$ cat config.mk
export PLATFORM = sky130hd
export DESIGN_NAME = ysyx_25040109_axi_arbiter
export DESIGN_NICKNAME = d
export VERILOG_FILES = /design/src/rtl/ysyx_25040109_axi_arbiter.sv
export SDC_FILE = /design/constraint.sdc
export NUM_CORES = 1
export LEC_CHECK = 0
export BUFFER_PORTS_ARGS = -buffer_cell sky130_fd_sc_hd__buf_2
export CORE_AREA = 2 2 182 184
export CTS_CLUSTER_DIAMETER = 120
export DETAILED_ROUTE_END_ITERATION = 12
export DIE_AREA = 0 0 184 186
export GPL_TIMING_DRIVEN = 0
export PLACE_DENSITY = 0.39
export SYNTH_ARGS = -nofsm -noshare
export SYNTH_HDL_FRONTEND = slang
export SYNTH_SLANG_ARGS = --single-unit
export TNS_END_PERCENT = 30
$ cat constraint.sdc
create_clock -name clk -period 0.9 [get_ports clk]
set_input_delay 0.045 -clock clk [delete_from_list [all_inputs] [get_ports clk]]
set_output_delay 0.045 -clock clk [all_outputs]
set_load 0.05 [all_outputs]
$ cat src/rtl/ysyx_25040109_axi_arbiter.sv
// rtl/ysyx_25040109_axi_arbiter.sv - IFU/LSU read arbiter with LSU write pass-through to one upstream AXI port
// Define YSYX_25040109_ARB_RR_EN for round-robin on read ties; otherwise the LSU wins ties.
module ysyx_25040109_axi_arbiter (
    input  logic        clk,
    input  logic        rst,
    input  logic        m0_arvalid,
    output logic        m0_arready,
    input  logic [31:0] m0_araddr,
    input  logic [3:0]  m0_arid,
    input  logic [7:0]  m0_arlen,
    input  logic [2:0]  m0_arsize,
    input  logic [1:0]  m0_arburst,
    output logic        m0_rvalid,
    input  logic        m0_rready,
    output logic [31:0] m0_rdata,
    output logic [1:0]  m0_rresp,
    output logic [3:0]  m0_rid,
    output logic        m0_rlast,
    input  logic        m1_arvalid,
    output logic        m1_arready,
    input  logic [31:0] m1_araddr,
    input  logic [3:0]  m1_arid,
    input  logic [7:0]  m1_arlen,
    input  logic [2:0]  m1_arsize,
    input  logic [1:0]  m1_arburst,
    output logic        m1_rvalid,
    input  logic        m1_rready,
    output logic [31:0] m1_rdata,
    output logic [1:0]  m1_rresp,
    output logic [3:0]  m1_rid,
    output logic        m1_rlast,
    input  logic        m1_awvalid,
    output logic        m1_awready,
    input  logic [31:0] m1_awaddr,
    input  logic [3:0]  m1_awid,
    input  logic [7:0]  m1_awlen,
    input  logic [2:0]  m1_awsize,
    input  logic [1:0]  m1_awburst,
    input  logic        m1_wvalid,
    output logic        m1_wready,
    input  logic [31:0] m1_wdata,
    input  logic [3:0]  m1_wstrb,
    input  logic        m1_wlast,
    output logic        m1_bvalid,
    input  logic        m1_bready,
    output logic [1:0]  m1_bresp,
    output logic [3:0]  m1_bid,
    output logic        out_arvalid,
    input  logic        out_arready,
    output logic [31:0] out_araddr,
    output logic [3:0]  out_arid,
    output logic [7:0]  out_arlen,
    output logic [2:0]  out_arsize,
    output logic [1:0]  out_arburst,
    input  logic        out_rvalid,
    output logic        out_rready,
    input  logic [31:0] out_rdata,
    input  logic [1:0]  out_rresp,
    input  logic [3:0]  out_rid,
    input  logic        out_rlast,
    output logic        out_awvalid,
    input  logic        out_awready,
    output logic [31:0] out_awaddr,
    output logic [3:0]  out_awid,
    output logic [7:0]  out_awlen,
    output logic [2:0]  out_awsize,
    output logic [1:0]  out_awburst,
    output logic        out_wvalid,
    input  logic        out_wready,
    output logic [31:0] out_wdata,
    output logic [3:0]  out_wstrb,
    output logic        out_wlast,
    input  logic        out_bvalid,
    output logic        out_bready,
    input  logic [1:0]  out_bresp,
    input  logic [3:0]  out_bid
);

    typedef enum logic [1:0] {R_IDLE, R_ADDR, R_DATA} r_state_t;

    r_state_t state, state_next;
    logic     grant, grant_next, pick;
    logic     wr_busy;
    logic     m0_elig, m1_elig, sel_arvalid, sel_rready, ar_fire, r_done;

    // LSU reads wait for an outstanding write so a read can never overtake it.
    assign m0_elig     = m0_arvalid;
    assign m1_elig     = m1_arvalid && !wr_busy;
    assign sel_arvalid = grant ? m1_arvalid : m0_arvalid;
    assign sel_rready  = grant ? m1_rready : m0_rready;
    assign ar_fire     = (state == R_ADDR) && sel_arvalid && out_arready;
    assign r_done      = (state == R_DATA) && out_rvalid && sel_rready && out_rlast;

`ifdef YSYX_25040109_ARB_RR_EN
    logic last_grant;

    always_ff @(posedge clk) begin
        if (rst)
            last_grant <= 1'b1;
        else if (r_done)
            last_grant <= grant;
    end

    assign pick = (m0_elig && m1_elig) ? ~last_grant : m1_elig;
`else
    assign pick = m1_elig;
`endif

    always_ff @(posedge clk) begin
        if (rst) begin
            state   <= R_IDLE;
            grant   <= 1'b0;
            wr_busy <= 1'b0;
        end else begin
            state <= state_next;
            grant <= grant_next;
            if (out_awvalid && out_awready)
                wr_busy <= 1'b1;
            else if (out_bvalid && out_bready)
                wr_busy <= 1'b0;
        end
    end

    always_comb begin
        state_next  = state;
        grant_next  = grant;
        out_arvalid = 1'b0;
        m0_arready  = 1'b0;
        m1_arready  = 1'b0;
        m0_rvalid   = 1'b0;
        m1_rvalid   = 1'b0;
        out_rready  = 1'b0;
        case (state)
            R_IDLE: begin
                if (m0_elig || m1_elig) begin
                    state_next = R_ADDR;
                    grant_next = pick;
                end
            end
            R_ADDR: begin
                out_arvalid = sel_arvalid;
                m0_arready  = !grant && out_arready;
                m1_arready  = grant && out_arready;
                if (ar_fire)
                    state_next = R_DATA;
            end
            R_DATA: begin
                m0_rvalid  = !grant && out_rvalid;
                m1_rvalid  = grant && out_rvalid;
                out_rready = sel_rready;
                if (r_done)
                    state_next = R_IDLE;
            end
            default: state_next = R_IDLE;
        endcase
    end

    assign out_araddr  = grant ? m1_araddr : m0_araddr;
    assign out_arid    = grant ? m1_arid : m0_arid;
    assign out_arlen   = grant ? m1_arlen : m0_arlen;
    assign out_arsize  = grant ? m1_arsize : m0_arsize;
    assign out_arburst = grant ? m1_arburst : m0_arburst;

    assign m0_rdata = out_rdata;
    assign m0_rresp = out_rresp;
    assign m0_rid   = out_rid;
    assign m0_rlast = out_rlast;
    assign m1_rdata = out_rdata;
    assign m1_rresp = out_rresp;
    assign m1_rid   = out_rid;
    assign m1_rlast = out_rlast;

    assign out_awvalid = m1_awvalid;
    assign m1_awready  = out_awready;
    assign out_awaddr  = m1_awaddr;
    assign out_awid    = m1_awid;
    assign out_awlen   = m1_awlen;
    assign out_awsize  = m1_awsize;
    assign out_awburst = m1_awburst;
    assign out_wvalid  = m1_wvalid;
    assign m1_wready   = out_wready;
    assign out_wdata   = m1_wdata;
    assign out_wstrb   = m1_wstrb;
    assign out_wlast   = m1_wlast;
    assign m1_bvalid   = out_bvalid;
    assign out_bready  = m1_bready;
    assign m1_bresp    = out_bresp;
    assign m1_bid      = out_bid;

endmodule
### Word-level counts from Yosys, hierarchy flattened

Cells that the tools add are included.

| word-level totals | value |
|---|---|
| input bits | 243 |
| output and inout bits | 231 |
| register bits after elaboration | 4 |

| cells by class | value |
|---|---|
| mux-type cells | 19 |
| reduce and logical (&&, ||, !) cells | 19 |
| equal/unequal tests | 5 |

Operators by type and width:

| cell | count |
|---|---|
| 32-bit two-way mux | 1 |
| 1-bit logical AND | 12 |
| 1-bit two-way mux | 10 |
| 2-bit two-way mux | 4 |
| 8-bit two-way mux | 1 |
| 2-bit inequality test, second input constant | 3 |
| 2-bit case mux with 3 select lines | 1 |
| 4-bit two-way mux | 1 |
| 3-bit two-way mux | 1 |
| 3-bit AND reduction | 1 |
| 2-bit by 1-bit == test with 1-bit output, second input constant | 1 |
| 2-bit == test, second input constant | 1 |
| 1-bit zero test | 2 |
| 2-bit zero test | 1 |
| 2-bit AND reduction | 1 |
| 2-bit nonzero test | 1 |
| 1-bit logical OR | 1 |

### Longest topological paths before layout

| depth | value |
|---|---|
| depth after elaboration | 6 |
| mapped depth | 4 |

### Worst setup path after synthesis

Ideal clock, no wire load.

| path | value |
|---|---|
| path type | register to output |
| from | register grant |
| to | output out_arvalid |
| setup slack | -0.837 ns |
| path buffers | 1 |
| required time | 0.855 ns |
| stages on the path, launching flop included | 4 |
| arrival | 1.692 ns |
| cell sequence | dfxtp_1 buf_6 mux2i_1 nor3b_1 |

| between the ends | value |
|---|---|
| longest elaborated chain between the ends | 2 |

RTL lines:

| item | RTL line | RTL |
|---|---|---|
| start: declaration | 82 | `logic grant, grant_next, pick;` |
| start signal: assignment | 116 | `grant <= grant_next;` |
| 1-bit two-way mux | 89 | `assign sel_arvalid = grant ? m1_arvalid : m0_arvalid;` |
| 1-bit two-way mux | 133 | `case (state)` |
| end: declaration | 48 | `output logic out_arvalid,` |

No other way between the ends.

### Final worst setup path

| path | value |
|---|---|
| from | register grant |
| to | output out_arlen[4] |

| between the ends | value |
|---|---|
| longest elaborated chain between the ends | 1 |

RTL lines:

| item | RTL line | RTL |
|---|---|---|
| 8-bit two-way mux | 160 | `assign out_arlen = grant ? m1_arlen : m0_arlen;` |
| end: declaration | 52 | `output logic [7:0] out_arlen,` |

No other way between the ends.

==> impl_results.md <==
* Max Buffers Root-to-Sink at 2
* Setup ws final at -0.565 ns
* Initial drt markers at 15
* Library cells used by synthesis at 18
* Post-Route Utilization at 15.8%
* Worst reg-to-reg setup slack at -0.36 ns
* DRC errors left at 0
* Slew Limit Fails at 0
* H-tree depth at 1
* Fmax at 0.682 GHz
* Setup TNS at -29.27 ns
* WL/cell at 11.0 microns
* N_diodes at 0
* Worst Tran Pin Value at 0.377 ns
* Most numerous cell in the Yosys netlist: buf_4
* Final Cell Area at 5080 sq um
* Vias in the first global route at 2716
* Fin crit share at 163%
* Leak Pwr at 2.76 nW
* Outcome: complete, but fails checks
* CTS tree: done
* Yosys top cell by area: buf_4
* Share of cells above drive strength 1 at 97.4%
* Worst-path cell chain: buf_12 > buf_12 > buf_8 > mux2_4 > buf_6
* Cells after DPL at 1010
* Final Hold Viols at 0
* Async set-reset flop share out of synthesis at 0%
* Overall Global Routing Usage at 5.66%
* Worst-skew pair later-pin latency at 0.23 ns
* Area delta synth->final at 136%
* Min Tclk post-route at 1.47 ns
* I/O pins at 474
* PD cells at 1130 nW/um^2
* Root buf cell: clkbuf_16
* Slowest stage delay, CP at 0.33 ns
* First-pass GRT wire length at 14800 microns
* Die Y at 186 microns
* DIE AREA at 34200 sq um
* Sequential cell area fraction in the yosys report at 3.73%
* Post-synth EDFFs at 0
* Initial antenna violation count at 0
* IO Port Bufs at 341
* Cell Rows at 66
* Starting Density at 6.67%
* Slew HR at 75.1%
* Syn Std Cell Area at 2150 sq um
* Post-DP HPWL at 10200 microns
* Via density at 2.75
* Synth top area share at 62.9%
* Area of the core at 32200 sq um
* Post-DP Area at 4450 sq um
* Failing checks: setup timing
* Detailed Route WL at 11200 microns
* Routability-driven placement congestion ratio at 0.835
* RSZ-0062 raised after global routing: true
* Die width at 184 microns
* CP startpoint kind: flip-flop
* Final setup viols at 58
* Clk sinks at 4
* Hold Buf Count CTS at 0
* CP Class: reg2out
* Post-synth top cells: buf_4 (180), mux2_2 (49), nor2_1 (8)
* Largest net degree at the start of global routing at 11
* Worst clock skew at 0.000798 ns
* Ys Warns at 0
* Most used cell, CP: buf_12
* Non-Filler Instances at 1021
* VDD IR max at 0.324 mV
* CP Data Arrival Time at 1.42 ns
* Reg clk slew, reported paths at 0.03 ns
* Synth Instances at 261
* Total of max-cap violations at 0
* Flops & latches, synth at 4
* Post-Syn Nets at 504
* Critical path endpoint category: output port
* Tightest Hold Check Type: in2reg
* Critical path's slowest cell: dfxtp_2
* Nets at 857
* CP Max Fanout at 8
* Mapped Avg Cell Area at 8.23 sq um
* Synth area leaders: buf_4 (63%), mux2_2 (26%), dfxtp_1 (3.7%), nor2_1 (1.4%), mux2i_1 (0.93%)
* GRT overflow at 0
* CTS buffer count at 3
* Iteration count of the initial detailed-routing pass at 3
* Top_reg_cell synth: dfxtp_1
* Critical path required time at 0.85 ns
* Via count at 2803
* Post-route ant nets at 0
[per-layer routing]
layer  vias to the layer above  global-route usage (%)  routed length, microns  share of wire, %
met5                         -                       0                       0                 0
met4                         0                    1.41                     152               1.4
met3                         6                   0.802                    1030               9.2
met2                       223                    11.2                    6160                55
met1                      1202                    6.26                    3860                34
li1                       1372                       -                       -                 -
[what timing repair did]
action / 4_1_cts / 5_1_grt
resized for setup: 115 / 32
buffers inserted: 7 / 0
setup endpoints to repair: 58 / 58
pin swaps: 2 / 2
[cells by family (layout without fill, tap and decap cells)]
kind of cell	after synthesis	after routing	synth area share, %
AO/OA/AOI/OAI	5	5	1.63
multiplexers	51	51	26.6
AND/OR/NAND/NOR	18	18	4.19
flip-flops	4	4	3.73
buffers and inverters	183	535	63.8
[layout make-up]
type	count	area, sq um
plain buffers	182	1440
clock buffers	4	78.8
fillers	3669	27100
inverters	1	6.26
multi-input cells	74	822
flip-flops and latches	4	86.3
well taps	408	510
repair buffers	348	2130
[through the flow]
| stage | worst slack, ns | power [mW] | hold WS, ns |
|---|---|---|---|
| after floorplan | -0.208 | 3.60 | 0.104 |
| after global placement | -0.562 | 4.53 | 0.310 |
| after detailed placement | -0.573 | 4.53 | 0.312 |
| after CTS | -0.628 | 5.70 | 0.0758 |
| after global routing | -0.623 | 5.99 | 0.0788 |
| final | -0.565 | 5.73 | 0.0614 |
[final timing paths]
check / cells past startpoint / to / start
max: 5 / out_arlen[4] / grant
min: 2 / state[1] / rst
max reg2reg: 5 / state[0] / grant
min reg2reg: 2 / state[0] / state[1]
[power by group]
group	leakage, nW	internal, mW	total, mW	switching [mW]
logic	2.69	1.78	4.79	3.01
registers	0.0343	0.193	0.213	0.0199
clock network	0.0382	0.587	0.728	0.141
[cells in the final DEF, fill, tap and decap left out]
master / n
a21oi_1: 1
a22oi_1: 1
a22oi_2: 1
buf_12: 7
buf_2: 287
buf_4: 179
buf_6: 54
buf_8: 3
clkbuf_1: 1
clkbuf_16: 3
dfxtp_1: 1
dfxtp_2: 2
dfxtp_4: 1
inv_4: 1
mux2_2: 37
mux2_4: 12
mux2i_2: 1
mux2i_4: 1
nand2_1: 2
nand2_2: 1
nand3b_1: 1
nor2_1: 4
nor2_4: 4
nor2b_1: 1
nor2b_4: 2
nor3b_4: 1
o21ai_0: 1
o311a_1: 1
or2_1: 1
or3b_1: 1
[sequential cells by signal, summed over array words and instances, names as in the netlist]
register and flops:
grant 1, wr_busy 1, state 2
[critical path: cells and delay by family, from the launching register on]
| kind | cells | cell delay [ns] |
|---|---|---|
| buffers and inverters | 4 | 0.56 |
| flip-flops | 1 | 0.33 |
| multiplexers | 1 | 0.30 |
Power figures use the tool's default switching activity.
